## src/rtl/sub_bus_uart_loader_if.sv

```systemverilog
// Sub-bus loader interface: UART byte stream in, RAM port out, frame status out.
//
// Byte handshake: a byte moves from the UART receiver into the loader on
// every rising bus_clock edge where i_rx_valid and o_rx_ready are both high.
// The receiver holds i_rx_data stable while i_rx_valid is high and the byte
// has not yet been taken; o_rx_ready never depends on i_rx_valid.
interface sub_bus_uart_loader_if;
  logic        i_rx_valid;
  logic [7:0]  i_rx_data;
  logic        o_rx_ready;
  logic        o_bus_we;
  logic [15:0] o_bus_addr;
  logic [15:0] o_bus_data_write;
  logic [15:0] i_bus_data_read;
  logic        o_busy;
  logic        o_done;
  logic        o_error;
  logic [2:0]  o_err_code;

  // Loader side
  modport master (
    input  i_rx_valid, i_rx_data, i_bus_data_read,
    output o_rx_ready, o_bus_we, o_bus_addr, o_bus_data_write,
           o_busy, o_done, o_error, o_err_code
  );

  // UART receiver / RAM / status consumer side
  modport slave (
    output i_rx_valid, i_rx_data, i_bus_data_read,
    input  o_rx_ready, o_bus_we, o_bus_addr, o_bus_data_write,
           o_busy, o_done, o_error, o_err_code
  );
endinterface

```

## src/rtl/sub_bus_uart_loader.sv

```systemverilog
// Program loader: takes a framed byte stream from the UART, writes each
// 16-bit word into main RAM, reads it back to verify, and checks a frame
// checksum. o_busy holds the RAM port for the loader while a frame runs.
module sub_bus_uart_loader #(
  parameter int         ADDRESS_LIMIT  = 48896,
  parameter int         TIMEOUT_CYCLES = 1000000,
  parameter logic [7:0] SYNC_BYTE      = 8'hB5
) (
  input  logic                    bus_clock,
  input  logic                    reset,
  sub_bus_uart_loader_if.master   bus,
  output logic [3:0]              dbg_state
);

  typedef enum logic [3:0] {
    IDLE  = 4'd0,
    H_AH  = 4'd1,
    H_AL  = 4'd2,
    H_CH  = 4'd3,
    H_CL  = 4'd4,
    D_HI  = 4'd5,
    D_LO  = 4'd6,
    WR    = 4'd7,
    RD    = 4'd8,
    CMP   = 4'd9,
    C_HI  = 4'd10,
    C_LO  = 4'd11,
    FIN   = 4'd12,
    ABORT = 4'd13
  } state_t;

  localparam logic [2:0] ERR_NONE     = 3'd0;
  localparam logic [2:0] ERR_RANGE    = 3'd1;
  localparam logic [2:0] ERR_VERIFY   = 3'd2;
  localparam logic [2:0] ERR_CHECKSUM = 3'd3;
  localparam logic [2:0] ERR_TIMEOUT  = 3'd4;

  localparam int              TMO_W    = $clog2(TIMEOUT_CYCLES + 1);
  localparam logic [TMO_W-1:0] TMO_LAST = TMO_W'(TIMEOUT_CYCLES - 1);
  localparam logic [16:0]     LIMIT17  = 17'(ADDRESS_LIMIT);

  state_t            state_q;
  logic              live_q;      // low during reset so o_rx_ready resets to 0
  logic [7:0]        hi_q;        // high byte of whichever field is arriving
  logic [15:0]       addr_q;      // next RAM word address
  logic [15:0]       cnt_q;       // words still to load
  logic [15:0]       word_q;      // word being written / verified
  logic [15:0]       sum_q;       // running checksum of verified words
  logic [TMO_W-1:0]  tmo_q;       // cycles waited for the next byte
  logic              we_q;
  logic [15:0]       bus_addr_q;
  logic [15:0]       bus_wdata_q;
  logic              busy_q;
  logic              done_q;
  logic              error_q;
  logic [2:0]        err_code_q;

  logic              byte_state;
  logic              xfer;
  logic [15:0]       rx_word;
  logic [16:0]       range_sum;
  logic              range_bad;

  // Decode of byte-accepting states, transfer strobe and header arithmetic
  always_comb begin
    byte_state = 1'b0;
    case (state_q)
      IDLE, H_AH, H_AL, H_CH, H_CL, D_HI, D_LO, C_HI, C_LO: byte_state = 1'b1;
      default:                                              byte_state = 1'b0;
    endcase
    xfer      = bus.i_rx_valid & live_q & byte_state;
    rx_word   = {hi_q, bus.i_rx_data};
    range_sum = {1'b0, addr_q} + {1'b0, rx_word};
    range_bad = range_sum > LIMIT17;
  end

  assign bus.o_rx_ready       = live_q & byte_state;
  assign bus.o_bus_we         = we_q;
  assign bus.o_bus_addr       = bus_addr_q;
  assign bus.o_bus_data_write = bus_wdata_q;
  assign bus.o_busy           = busy_q;
  assign bus.o_done           = done_q;
  assign bus.o_error          = error_q;
  assign bus.o_err_code       = err_code_q;
  assign dbg_state            = state_q;

  // Loader FSM with registered bus and status outputs
  always_ff @(posedge bus_clock) begin
    if (reset) begin
      state_q     <= IDLE;
      live_q      <= 1'b0;
      hi_q        <= '0;
      addr_q      <= '0;
      cnt_q       <= '0;
      word_q      <= '0;
      sum_q       <= '0;
      tmo_q       <= '0;
      we_q        <= 1'b0;
      bus_addr_q  <= '0;
      bus_wdata_q <= '0;
      busy_q      <= 1'b0;
      done_q      <= 1'b0;
      error_q     <= 1'b0;
      err_code_q  <= ERR_NONE;
    end else begin
      live_q  <= 1'b1;
      done_q  <= 1'b0;
      error_q <= 1'b0;
      case (state_q)
        IDLE: begin
          if (xfer && bus.i_rx_data == SYNC_BYTE) begin
            state_q    <= H_AH;
            err_code_q <= ERR_NONE;
            busy_q     <= 1'b1;
            tmo_q      <= '0;
          end
        end

        H_AH, H_AL, H_CH, H_CL, D_HI, D_LO, C_HI, C_LO: begin
          if (xfer) begin
            tmo_q <= '0;
            case (state_q)
              H_AH: begin
                hi_q    <= bus.i_rx_data;
                state_q <= H_AL;
              end
              H_AL: begin
                addr_q  <= rx_word;
                state_q <= H_CH;
              end
              H_CH: begin
                hi_q    <= bus.i_rx_data;
                state_q <= H_CL;
              end
              H_CL: begin
                if (range_bad) begin
                  state_q     <= ABORT;
                  err_code_q  <= ERR_RANGE;
                  error_q     <= 1'b1;
                  busy_q      <= 1'b0;
                  bus_addr_q  <= '0;
                  bus_wdata_q <= '0;
                end else begin
                  cnt_q   <= rx_word;
                  sum_q   <= '0;
                  state_q <= (rx_word == 16'd0) ? C_HI : D_HI;
                end
              end
              D_HI: begin
                hi_q    <= bus.i_rx_data;
                state_q <= D_LO;
              end
              D_LO: begin
                word_q      <= rx_word;
                we_q        <= 1'b1;
                bus_addr_q  <= addr_q;
                bus_wdata_q <= rx_word;
                state_q     <= WR;
              end
              C_HI: begin
                hi_q    <= bus.i_rx_data;
                state_q <= C_LO;
              end
              default: begin  // C_LO
                if (rx_word == sum_q) begin
                  state_q <= FIN;
                  done_q  <= 1'b1;
                end else begin
                  state_q    <= ABORT;
                  err_code_q <= ERR_CHECKSUM;
                  error_q    <= 1'b1;
                end
                busy_q      <= 1'b0;
                bus_addr_q  <= '0;
                bus_wdata_q <= '0;
              end
            endcase
          end else if (tmo_q == TMO_LAST) begin
            state_q     <= ABORT;
            err_code_q  <= ERR_TIMEOUT;
            error_q     <= 1'b1;
            busy_q      <= 1'b0;
            bus_addr_q  <= '0;
            bus_wdata_q <= '0;
          end else begin
            tmo_q <= tmo_q + 1'b1;
          end
        end

        WR: begin
          we_q    <= 1'b0;
          state_q <= RD;
        end

        RD: begin
          state_q <= CMP;
        end

        CMP: begin
          if (bus.i_bus_data_read != word_q) begin
            state_q     <= ABORT;
            err_code_q  <= ERR_VERIFY;
            error_q     <= 1'b1;
            busy_q      <= 1'b0;
            bus_addr_q  <= '0;
            bus_wdata_q <= '0;
          end else begin
            sum_q   <= sum_q + word_q;
            addr_q  <= addr_q + 16'd1;
            cnt_q   <= cnt_q - 16'd1;
            tmo_q   <= '0;
            state_q <= (cnt_q == 16'd1) ? C_HI : D_HI;
          end
        end

        default: begin  // FIN, ABORT: status pulse already presented
          state_q <= IDLE;
        end
      endcase
    end
  end

endmodule
```

## src/flat_wrapper.sv

```systemverilog
// flat-port wrapper written by rule: the top's interface ports become plain ports
module sub_bus_uart_loader_flat 
#(
  parameter int         ADDRESS_LIMIT  = 48896,
  parameter int         TIMEOUT_CYCLES = 1000000,
  parameter logic [7:0] SYNC_BYTE      = 8'hB5
)
  (bus_clock, reset, dbg_state, bus_i_rx_valid, bus_i_rx_data, bus_i_bus_data_read, bus_o_rx_ready, bus_o_bus_we, bus_o_bus_addr, bus_o_bus_data_write, bus_o_busy, bus_o_done, bus_o_error, bus_o_err_code);
  sub_bus_uart_loader_if bus_i ();
  input  logic bus_clock;
  input  logic reset;
  output logic [3:0] dbg_state;
  input wire logic [$bits(bus_i.i_rx_valid)-1:0] bus_i_rx_valid;
  input wire logic [$bits(bus_i.i_rx_data)-1:0] bus_i_rx_data;
  input wire logic [$bits(bus_i.i_bus_data_read)-1:0] bus_i_bus_data_read;
  output wire logic [$bits(bus_i.o_rx_ready)-1:0] bus_o_rx_ready;
  output wire logic [$bits(bus_i.o_bus_we)-1:0] bus_o_bus_we;
  output wire logic [$bits(bus_i.o_bus_addr)-1:0] bus_o_bus_addr;
  output wire logic [$bits(bus_i.o_bus_data_write)-1:0] bus_o_bus_data_write;
  output wire logic [$bits(bus_i.o_busy)-1:0] bus_o_busy;
  output wire logic [$bits(bus_i.o_done)-1:0] bus_o_done;
  output wire logic [$bits(bus_i.o_error)-1:0] bus_o_error;
  output wire logic [$bits(bus_i.o_err_code)-1:0] bus_o_err_code;
  assign bus_i.i_rx_valid = bus_i_rx_valid;
  assign bus_i.i_rx_data = bus_i_rx_data;
  assign bus_i.i_bus_data_read = bus_i_bus_data_read;
  assign bus_o_rx_ready = bus_i.o_rx_ready;
  assign bus_o_bus_we = bus_i.o_bus_we;
  assign bus_o_bus_addr = bus_i.o_bus_addr;
  assign bus_o_bus_data_write = bus_i.o_bus_data_write;
  assign bus_o_busy = bus_i.o_busy;
  assign bus_o_done = bus_i.o_done;
  assign bus_o_error = bus_i.o_error;
  assign bus_o_err_code = bus_i.o_err_code;
  sub_bus_uart_loader #(.ADDRESS_LIMIT(ADDRESS_LIMIT), .TIMEOUT_CYCLES(TIMEOUT_CYCLES), .SYNC_BYTE(SYNC_BYTE)) u_core (.bus_clock(bus_clock), .reset(reset), .bus(bus_i), .dbg_state(dbg_state));
endmodule
```

## config.mk

```make
export PLATFORM = sky130hd
export DESIGN_NAME = sub_bus_uart_loader_flat
export DESIGN_NICKNAME = d
export VERILOG_FILES = /design/src/rtl/sub_bus_uart_loader_if.sv /design/src/rtl/sub_bus_uart_loader.sv /design/src/flat_wrapper.sv
export SDC_FILE = /design/constraint.sdc
export NUM_CORES = 1
export LEC_CHECK = 0
export ABC_AREA = 1
export CELL_PAD_IN_SITES_DETAIL_PLACEMENT = 0
export CELL_PAD_IN_SITES_GLOBAL_PLACEMENT = 1
export CORE_MARGIN = 2
export CORE_UTILIZATION = 42
export CTS_CLUSTER_SIZE = 14
export DETAILED_ROUTE_END_ITERATION = 8
export GPL_TIMING_DRIVEN = 0
export PLACE_DENSITY_LB_ADDON = 0.1
export SLEW_MARGIN = 10
export SYNTH_ARGS = -nofsm -noshare
export SYNTH_HDL_FRONTEND = slang
export SYNTH_SLANG_ARGS = --single-unit
```

## constraint.sdc

```tcl
create_clock -name bus_clock -period 3.1 [get_ports bus_clock]
set_clock_uncertainty 0.05 [all_clocks]
set_input_delay 0.62 -clock bus_clock [delete_from_list [all_inputs] [get_ports bus_clock]]
set_output_delay 0.62 -clock bus_clock [all_outputs]
set_load 0.005 [all_outputs]
```

==> flow_summary.toml <==
[run_status]
status = "finished clean"

[cells_and_area]
area_growth_pct = 22.0
final_area_sq_um = 10300
drive_gt1_share_pct = 10.6
n_antenna_cell = 0
final_nets = 1416
fillers = 2057

[cts]
insertion_delay_ns = 0.43
cts_made_buffers = 17
cts_root_buf = "clkbuf_16"
clock-sinks = 137
clk_path_buf_depth = 2
hold_buffers = 0
cts.clk_slew.worst_paths_ns = 0.06
h-tree-depth = 4
cts_tree = "built"

[routing]
drt_iter0_markers = 504
ant_nets = 0
vias_per_cell = 5.26
vias = 8566
wirelength_mm = 27.7
dr.pass1.iters = 5
drc = 0
wl_per_cell_microns = 17.0

[global_routing]
grt_pass1_vias = 7988
grt_pass1_wl_mm = 44.2
antenna_found_initial = 0
grt_usage_pct = 26.3
grt_max_degree = 17
grt_overflow_total = 0

[logic_synthesis]
async_flop_share_pct = 0
synth_cell_types = 57
synth-seq-cells = 137
synth_top_family_by_area = "simple AND/OR/NAND/NOR gates"
yosys_warnings = 0
synth_top_cell_area_share_pct = 32.4
synth_xor_area_share_pct = 5.27
synthSimpleGateAreaFrac_pct = 31.6
synth_edf_count = 0
synth_area_leaders = "dfxtp_1, nand2_1, a21oi_1"
synth-adder-area-share_pct = 5.64
synth_common_cells = "nand2_1, a21oi_1, dfxtp_1, inv_1, nor2_1"
ys_seq_area_share_pct = 32.4
synth.most_common_cell = "nand2_1"
syn-num-nets = 1322
avgSynthCellArea_sq_um = 6.73
synth_largest_area_cell = "dfxtp_1"
synth_ff_type = "dfxtp_1"
synth_area_sq_um = 8470
syn_inst = 1258
synthMuxAreaShare_pct = 0
synth_compound_area_share_pct = 16.4

[setup_path]
cp.buffers_inverters = 1
path_common_cell = "nand2_1"
end_kind = "flop"
path_delay_family = "simple AND/OR/NAND/NOR gates"
crit_path_max_fanout = 10
cp_slowest_stage_delay_ns = 0.42
path_cells = "ha_4, fa_2, nand3_2, nand3_2, nand2_1, nand2_1, nand2_1, nand2_1, nand2_1, nand2_2, a21boi_4, nand4_1, nand2_4, buf_6, nand2_1, a21oi_1"
slowest_stage = "fa_2"
start_kind = "flop"
worst_ep_required_time_ns = 3.39
setup.worst_path.class = "reg2reg"
cp_data_arrival_time_ns = 3.22

[floorplan]
start_util_pct = 43.1
core-area_sq_um = 19700
num_rows = 51
die_y_microns = 146
die_x_microns = 146
ios = 71
die_area_sq_um = 21300

[timing]
hold_viol = 0
worst_pin_slew_ns = 0.770
drv_slew = 0
setup_violations = 0
fmax_mhz = 342
relSlewSlack_pct = 48.6
post-route-period-util_pct = 94.4
rsz0062_at_grt = "yes"
fin_crit_ns = 2.93

[hold_path]
hp-class = "reg2reg"

[power_and_ir_drop]
leakagePower_nw = 4.16
peakVddDrop_v = 0.000449
p_per_area_nw_per_um2 = 723
total_power_mw = 7.47

[job]
drv_cap = 0

[place]
io_buffers = 69
place_area_sq_um = 9490
dpl.hpwl_mm = 21.2
gp_congestion = 0.914
## cell families after synthesis
logic type                 count (synthesis)
AOI/OAI and AO/OA                        254
and+or+nand+nor                          602
adders and majority gates                 37
xor gates and xnor gates                  51
buffers and inverters                    177
DFF                                      137
## per-stage QoR
step	worst slack [ns]	std cells	util, %	hold WS (ns)	setup TNS, ns
final	0.173	1630	52.6	0.405	0
after CTS	0.0364	1628	51.8	0.410	0
after global placement	-1.39	1592	48.3	0.399	-90.44
after global routing	-0.0138	1630	52.6	0.423	-0.0162
after detailed placement	-1.39	1592	48.3	0.400	-90.49
after floorplan	0.236	1258	-	0.393	0
## layout make-up
class | instances | area, sq um | area share (%)
Multi-Input combinational cell | 944 | 5170 | 50.1
Sequential cell | 137 | 2750 | 26.7
Timing Repair Buffer | 75 | 726 | 7.03
Inverter | 141 | 537 | 5.20
Clock buffer | 18 | 439 | 4.25
Tap cell | 265 | 332 | 3.21
Buffer | 36 | 208 | 2.01
Clock inverter | 14 | 163 | 1.57
## per-layer routing
metal	GRT usage [%]	up-vias	wire, microns
met2	43.0	209	13000
met1	37.3	4001	13300
met5	0	-	0
met3	3.89	20	1250
li1	-	4336	-
met4	4.81	0	237
## layout by cell type (no fill, tap or decap), drive strengths merged, types with 3 or more instances in the layout
master,instances
a221oi,4
inv,144
xnor2,33
nor2,100
nor3b,3
nand2,347
clkdlybuf4s50,61
a31oi,14
nand3b,6
nor4,9
clkinv,5
o21bai,4
clkinvlp,4
nor3,32
a211oi,6
nand4,21
a21oi,146
clkbuf,39
buf,26
o21ai,66
nand3,65
or2,14
dfxtp,137
xor2,18
ha,35
and2,4
o21a,3
## report_power, final
group          internal, mW  switching [mW]
clock                  1.22           0.876
sequential             1.99           0.346
combinational          1.16            1.88
## worst register-to-register path, delay by kind of cell, from the launching register on
kind	cells	cell delay [ns]
AO/OA/AOI/OAI	2	0.45
AND/OR/NAND/NOR	11	1.20
buffers and inverters	1	0.18
adder cells (fa/ha/maj)	2	0.60
flip-flops	1	0.37
## flip-flops by register name (all words and copies together) (netlist names), 3 cells and up
signal                       flops
u_core.cnt_q                    16
u_core.bus.o_err_code            3
u_core.tmo_q                    20
u_core.addr_q                   16
u_core.bus.o_bus_addr           16
u_core.bus.o_bus_data_write     16
u_core.word_q                   16
u_core.hi_q                      8
u_core.sum_q                    16
u_core.dbg_state                 4
## path summary, 6_finish.rpt
kind / startpoint / end / slack (ns) / cells after the start
max: u_core.addr_q[0]$_SDFFE_PP0P_ / u_core.bus.o_bus_data_write[15]$_SDFFE_PP0P_ / 0.17 / 16
min: u_core.bus.o_bus_addr[1]$_SDFFE_PP0P_ / u_core.bus.o_bus_addr[1]$_SDFFE_PP0P_ / 0.41 / 2
min reg2reg: u_core.bus.o_bus_addr[1]$_SDFFE_PP0P_ / u_core.bus.o_bus_addr[1]$_SDFFE_PP0P_ / 0.41 / 2
max reg2reg: u_core.addr_q[0]$_SDFFE_PP0P_ / u_core.bus.o_bus_data_write[15]$_SDFFE_PP0P_ / 0.17 / 16
## timing repair
item | 4_1_cts | 5_1_grt
gates resized for setup | 33 | 45
setup endpoints to repair | 74 | 70
buffers inserted | 4 | 2
pin swaps | 3 | 9
No activity file was read; power rests on OpenSTA's default activity.
